==> src/rtl/instr_loader_pkg.sv <==
// Shared types and constants for the instruction memory loader: FSM state
// encoding, stream framing sizes and the checksum width.
package instr_loader_pkg;

    typedef enum logic [2:0] {
        ST_IDLE,
        ST_HDR_HI,
        ST_HDR_LO,
        ST_BYTE,
        ST_WRITE,
        ST_CHECK,
        ST_DONE
    } state_e;

    localparam int HDR_BYTES      = 2;
    localparam int BYTES_PER_WORD = 4;
    localparam int CHECKSUM_WIDTH = 8;

    // States in which the loader pulls bytes from the stream.
    function automatic logic accepts_byte(input state_e s);
        return (s == ST_HDR_HI) || (s == ST_HDR_LO) || (s == ST_BYTE) || (s == ST_CHECK);
    endfunction

    // Idle-like states are the only ones that honour start.
    function automatic logic is_quiescent(input state_e s);
        return (s == ST_IDLE) || (s == ST_DONE);
    endfunction

endpackage

==> src/rtl/instr_mem_loader_word_assembler.sv <==
// Packs a big-endian byte stream into 32-bit words: the first byte of each
// word lands in [31:24]; o_word_ready flags the byte that completes a word.
module word_assembler
    import instr_loader_pkg::*;
(
    input  logic                          clk,
    input  logic                          reset,
    input  logic                          i_clear,
    input  logic                          i_valid,
    input  logic [7:0]                    i_byte,
    output logic [8*BYTES_PER_WORD-1:0]   o_word,
    output logic                          o_word_ready
);

    localparam int CNT_W  = $clog2(BYTES_PER_WORD);
    localparam int WORD_W = 8 * BYTES_PER_WORD;

    logic [CNT_W-1:0]  r_cnt;
    logic [WORD_W-1:0] r_word;

    // NOTE: sequential state uses non-blocking assignments so every register
    // samples the pre-edge value of its inputs.
    always_ff @(posedge clk) begin
        if (reset) begin
            r_cnt  <= '0;
            r_word <= '0;
        end else begin
            if (i_clear) begin
                r_cnt <= '0;
            end else if (i_valid) begin
                r_cnt <= r_cnt + CNT_W'(1);
            end
            if (i_valid) begin
                r_word <= {r_word[WORD_W-9:0], i_byte};
            end
        end
    end

    assign o_word       = r_word;
    assign o_word_ready = i_valid && (r_cnt == CNT_W'(BYTES_PER_WORD - 1));

endmodule

==> src/rtl/instr_mem_loader.sv <==
// Streams a length-prefixed program into instruction memory while holding the
// CPU in reset. Define INSTR_LOADER_CHECKSUM_EN to require a trailing checksum.
module instr_mem_loader
    import instr_loader_pkg::*;
#(
    parameter int ADDR_WIDTH = 8
) (
    input  logic                  clk,
    input  logic                  reset,
    input  logic                  start,
    input  logic [7:0]            byte_in,
    input  logic                  byte_valid,
    output logic                  byte_ready,
    output logic                  mem_we,
    output logic [31:0]           mem_addr,
    output logic [31:0]           mem_wdata,
    output logic                  cpu_hold,
    output logic                  done,
    output logic                  error,
    output logic [ADDR_WIDTH:0]   words_loaded
);

    localparam int          HDR_W    = 8 * HDR_BYTES;
    localparam logic [31:0] CAPACITY = 32'd1 << ADDR_WIDTH;
`ifdef INSTR_LOADER_CHECKSUM_EN
    localparam state_e      ST_END   = ST_CHECK;
`else
    localparam state_e      ST_END   = ST_DONE;
`endif

    state_e                  r_state;
    state_e                  w_next;
    logic [HDR_W-9:0]        r_hdr_hi;
    logic [HDR_W-1:0]        r_n;
    logic [ADDR_WIDTH-1:0]   r_idx;
    logic [ADDR_WIDTH:0]     r_words;
    logic                    r_error;

    logic                    w_xfer;
    logic                    w_start_ok;
    logic [HDR_W-1:0]        w_hdr_n;
    logic                    w_hdr_zero;
    logic                    w_hdr_bad;
    logic                    w_last_word;
    logic                    w_word_ready;
    logic [31:0]             w_word;
    logic                    w_cksum_bad;

    assign w_xfer      = byte_valid && byte_ready;
    assign w_start_ok  = start && is_quiescent(r_state);
    assign w_hdr_n     = {r_hdr_hi, byte_in};
    assign w_hdr_zero  = (w_hdr_n == '0);
    assign w_hdr_bad   = 32'(w_hdr_n) > CAPACITY;
    assign w_last_word = (32'(r_words) + 32'd1) >= 32'(r_n);

    word_assembler u_word_assembler (
        .clk          (clk),
        .reset        (reset),
        .i_clear      (w_start_ok),
        .i_valid      (w_xfer && (r_state == ST_BYTE)),
        .i_byte       (byte_in),
        .o_word       (w_word),
        .o_word_ready (w_word_ready)
    );

`ifdef INSTR_LOADER_CHECKSUM_EN
    logic [CHECKSUM_WIDTH-1:0] r_sum;

    // Running sum covers payload bytes only; header and checksum are excluded.
    always_ff @(posedge clk) begin
        if (reset || w_start_ok) begin
            r_sum <= '0;
        end else if (w_xfer && (r_state == ST_BYTE)) begin
            r_sum <= r_sum + byte_in;
        end
    end

    assign w_cksum_bad = (byte_in != r_sum);
`else
    assign w_cksum_bad = 1'b0;
`endif

    always_ff @(posedge clk) begin
        if (reset) begin
            r_state <= ST_IDLE;
        end else begin
            r_state <= w_next;
        end
    end

    // NOTE: every always_comb output gets its default before the case so no
    // path through it leaves a value unassigned and infers a latch.
    always_comb begin
        w_next = r_state;
        unique case (r_state)
            ST_IDLE, ST_DONE: begin
                if (start) w_next = ST_HDR_HI;
            end
            ST_HDR_HI: begin
                if (w_xfer) w_next = ST_HDR_LO;
            end
            ST_HDR_LO: begin
                if (w_xfer) begin
                    if (w_hdr_zero)     w_next = ST_END;
                    else if (w_hdr_bad) w_next = ST_DONE;
                    else                w_next = ST_BYTE;
                end
            end
            ST_BYTE: begin
                if (w_word_ready) w_next = ST_WRITE;
            end
            ST_WRITE: begin
                w_next = w_last_word ? ST_END : ST_BYTE;
            end
            ST_CHECK: begin
                if (w_xfer) w_next = ST_DONE;
            end
            default: w_next = ST_IDLE;
        endcase
    end

    always_ff @(posedge clk) begin
        if (reset) begin
            r_hdr_hi <= '0;
            r_n      <= '0;
            r_idx    <= '0;
            r_words  <= '0;
            r_error  <= 1'b0;
        end else begin
            case (r_state)
                ST_IDLE, ST_DONE: begin
                    if (start) begin
                        r_idx   <= '0;
                        r_words <= '0;
                        r_error <= 1'b0;
                    end
                end
                ST_HDR_HI: begin
                    if (w_xfer) r_hdr_hi <= byte_in;
                end
                ST_HDR_LO: begin
                    if (w_xfer) begin
                        r_n     <= w_hdr_n;
                        r_error <= w_hdr_bad;
                    end
                end
                ST_WRITE: begin
                    // idx stops at N-1 so the address never wraps at full capacity.
                    r_words <= r_words + (ADDR_WIDTH + 1)'(1);
                    if (!w_last_word) r_idx <= r_idx + ADDR_WIDTH'(1);
                end
                ST_CHECK: begin
                    if (w_xfer) r_error <= w_cksum_bad;
                end
                default: ;
            endcase
        end
    end

    assign byte_ready   = accepts_byte(r_state);
    assign cpu_hold     = !is_quiescent(r_state);
    assign done         = (r_state == ST_DONE);
    assign mem_we       = (r_state == ST_WRITE);
    assign mem_addr     = 32'({r_idx, 2'b00});
    assign mem_wdata    = w_word;
    assign error        = r_error;
    assign words_loaded = r_words;

endmodule

==> config.mk <==
export PLATFORM = sky130hd
export DESIGN_NAME = instr_mem_loader
export DESIGN_NICKNAME = d
export VERILOG_FILES = /design/src/rtl/instr_loader_pkg.sv /design/src/rtl/instr_mem_loader_word_assembler.sv /design/src/rtl/instr_mem_loader.sv
export SDC_FILE = /design/constraint.sdc
export NUM_CORES = 1
export LEC_CHECK = 0
export CORE_MARGIN = 4
export CORE_UTILIZATION = 40
export DETAILED_ROUTE_END_ITERATION = 10
export GPL_TIMING_DRIVEN = 0
export PLACE_DENSITY_LB_ADDON = 0.2
export SLEW_MARGIN = 5
export SYNTH_ARGS = -nofsm -noshare
export SYNTH_HDL_FRONTEND = slang
export SYNTH_SLANG_ARGS = --single-unit
==> constraint.sdc <==
create_clock -name clk -period 6.5 [get_ports clk]
set_input_delay 0.975 -clock clk [delete_from_list [all_inputs] [get_ports clk]]
set_output_delay 0.975 -clock clk [all_outputs]
set_load 0.005 [all_outputs]
==> metrics.cfg <==
[cts]
postCtsResizedCells = 0
cts_made_buffers = 9
clockBufferDepth = 2
ctsHtreeMaxLevel = 3
cts_tree = built
postCtsSetupBuffers = 0
ctsHoldBuffers = 0
cts.sinks = 79
clk_pin_slew_ns = 0.09
insertion_delay_ns = 0.35
cts_root_buf = clkbuf_8

[pwr]
finalPower_mw = 1.044
powerDensity_mw_per_mm2 = 213.5
power.switching_mw = 0.3017
p_seq_share_pct = 47.9
power.share.clock_pct = 37.3
comb_power_share_pct = 14.7
switching_share_pct = 28.90
ir_drop_uv = 116.2
p_int_mw = 0.7423
p_leak_nw = 1.851

[place]
place_congestion = 0.8483
io_buffers = 64
place_hpwl_mm = 7.110

[min_path]
hold_depth = 2
hold_path.startpoint = u_word_assembler.o_word[31]$_SDFFE_PP0P_
hold_end = u_word_assembler.o_word[31]$_SDFFE_PP0P_
hold_class = reg -> reg

[worst_setup_path]
critPathSlowestCell = or4_1
crit_type = reg -> reg
cpPeakStageDelay_ns = 0.45
cp_max_fo = 10
endpoint_kind = register
crit_buf_inv = 1
critPathRequiredTime_ns = 6.80
reg2reg_from = words_loaded[0]$_SDFFE_PP0P_
r2r_end = r_idx[3]$_SDFFE_PP0P_
critPathArrivalTime_ns = 3.57
critical-path-top-delay-family = simple AND/OR/NAND/NOR gates
cp_cell_sequence = ha_1, and3_1, and3_1, nand3_1, xnor2_1, ha_1, nand4_1, a211oi_1, a211oi_4, nor3_2, buf_6, or4_1, nand2_1
cp-start-kind = register
reg2reg_slack_ns = 3.23
reg2reg_depth = 13

[synth]
synth-simple-area-share_pct = 22.30
syn_avg_cell_area_um2 = 7.884
synth_area_mm2 = 0.003792
yosysSeqAreaShare_pct = 41.70
synth_ff_type = dfxtp_1
synthMuxAreaShare_pct = 2.375
netlist_instances = 481
yosysUniqueCellTypes = 48
async_flop_share_pct = 0
synth-edff-count = 0
synth_compound_area_share_pct = 17.65
synth_top_family_by_area = simple AND/OR/NAND/NOR gates
synth_xor_area_share_pct = 2.079
ys_seq_elements = 79
synthAdderAreaFrac_pct = 4.619
synth_warnings = 0

[floorplanning]
die-area_mm2 = 0.01110
rows = 35
fp.dieW_um = 105.4
die_y_um = 105.4
core_area_mm2 = 0.009240
initial_core_util_pct = 41.04
io_pins = 90

[layout]
seq_area_mm2 = 0.001582
drive_gt1_share_pct = 8.390
diodes = 0
fin_util_pct = 52.93
layout_commonest_cell = nand2_1
fillCellCount = 920
area_growth_pct = 28.97
nets = 605
final_cell_mix = 114 x nand2_1, 79 x dfxtp_1, 67 x a21oi_1
multi_input_area_mm2 = 0.001949

[routing]
drc = 0
vias = 3467
vias_per_cell = 4.863
routed_wirelength_mm = 9.536
ant_nets = 0
dr.pass1.iters = 4
wl_per_cell_um = 13.37
drt_iter0_drc = 154

[sta]
period_share_pct = 50.37
finalHoldViolCount = 0
relSlewSlack_pct = 61.81
finalSetupViolCount = 0
max_clock_freq_ghz = 0.3054
final.setup_skew_ns = 0.01012
grt_setup_unrepaired = no
finalWorstPathRequiredPeriod_ns = 3.274
fin_tns_setup_ns = 0
worst_pin_slew_ns = 0.5728
drv_slew = 0

[grt]
grt_max_degree = 17
grt_pass1_vias = 3216
track_usage_pct = 16.96
gr-total-overflow = 0
grt_pass1_wl_mm = 15.61
antenna_found_initial = 0

[run]
cap_violations = 0

[run_status]
status = finished, final reports clean

[Yosys cell counts (3+ instances only)]
cell | count | area share [%]
buf_4 | 24 | 4.8
nor3b_1 | 3 | 0.59
nand2_1 | 114 | 11
a22oi_1 | 5 | 0.99
a2111oi_0 | 3 | 0.69
or4_1 | 4 | 0.79
o211ai_1 | 3 | 0.59
o21ai_1 | 10 | 1.3
o21ai_0 | 6 | 0.79
ha_1 | 14 | 4.6
a21oi_1 | 67 | 8.8
nand2b_1 | 4 | 0.66
inv_1 | 13 | 1.3
nor4_1 | 4 | 0.66
nand4_1 | 5 | 0.82
xor2_1 | 7 | 1.6
or3_1 | 3 | 0.49
nor2_1 | 30 | 3.0
a21o_1 | 4 | 0.79
o31ai_1 | 3 | 0.59
clkbuf_1 | 24 | 2.4
mux2i_1 | 9 | 2.4
dfxtp_1 | 79 | 42
and3_1 | 9 | 1.5
[flip-flops by register name, indices dropped and copies added, names as in the netlist]
name,cells
u_word_assembler.o_word,32
r_n,16
words_loaded,9
r_hdr_hi,8
r_idx,8
r_state,3
u_word_assembler.r_cnt,2
error,1
[cells by family (layout without fill, tap and decap cells)]
logic type | Yosys count | count (layout)
and+or+nand+nor | 189 | 189
AOI/OAI and AO/OA | 114 | 114
DFF | 79 | 79
buffers and inverters | 66 | 146
adders and majority gates | 14 | 14
xor gates and xnor gates | 9 | 9
muxes | 9 | 9
other | 1 | 24
[worst max-delay path by stage]
stage	cells past startpoint	slack, ns	startpoint	end
after floorplan	13	3.61	words_loaded[0]$_SDFFE_PP0P_	r_idx[3]$_SDFFE_PP0P_
after global placement	13	3.27	words_loaded[0]$_SDFFE_PP0P_	r_idx[3]$_SDFFE_PP0P_
after detailed placement	13	3.25	words_loaded[0]$_SDFFE_PP0P_	r_idx[3]$_SDFFE_PP0P_
after CTS	13	3.24	words_loaded[0]$_SDFFE_PP0P_	r_idx[3]$_SDFFE_PP0P_
after global routing	12	2.94	words_loaded[0]$_SDFFE_PP0P_	r_idx[7]$_SDFFE_PP0P_
final	13	3.23	words_loaded[0]$_SDFFE_PP0P_	r_idx[3]$_SDFFE_PP0P_
[power by group through the flow]
stage               clock [mW]  combinational [mW]  sequential (mW)
floorplan                    0               0.103            0.509
global placement             0               0.149            0.511
detailed placement           0               0.152            0.511
CTS                      0.395               0.153            0.500
global route             0.416               0.170            0.501
finish                   0.390               0.154            0.500
[worst reg2reg max path, delay by kind of cell (launching register included)]
kind,cells,cell delay [ns]
flops,1,0.44
buf+inv,1,0.16
compound gates,2,0.53
xor+xnor,1,0.19
simple gates,7,1.38
fa+ha+maj,2,0.53
[metrics by stage]
step	setup slack, ns	cell area, µm²	hold WS [ns]	cells
after global routing	2.941	4891	0.4849	713
after CTS	3.235	4891	0.4632	713
final	3.226	4891	0.4587	713
after floorplan	3.609	3879	0.4360	504
after detailed placement	3.254	4681	0.4493	697
after global placement	3.271	4681	0.4447	697
[layer usage]
layer,wire [µm],up-vias,track usage [%],share of wire [%]
met5,0,-,0,0
met4,52,0,4.686,0.55
met3,485,5,3.368,5.1
met2,4657,95,28.37,49
met1,4339,1587,22.19,46
li1,-,1780,-,-
[cell type report]
class | count | area share (%)
buffer | 51 | 5.961
clock buffer | 9 | 2.533
clock inverter | 7 | 1.765
inverter | 15 | 1.151
multi-input combinational | 359 | 39.86
sequential | 79 | 32.34
tap | 129 | 3.300
timing repair buffer | 64 | 13.10
No activity file was read; power rests on OpenSTA's default activity.
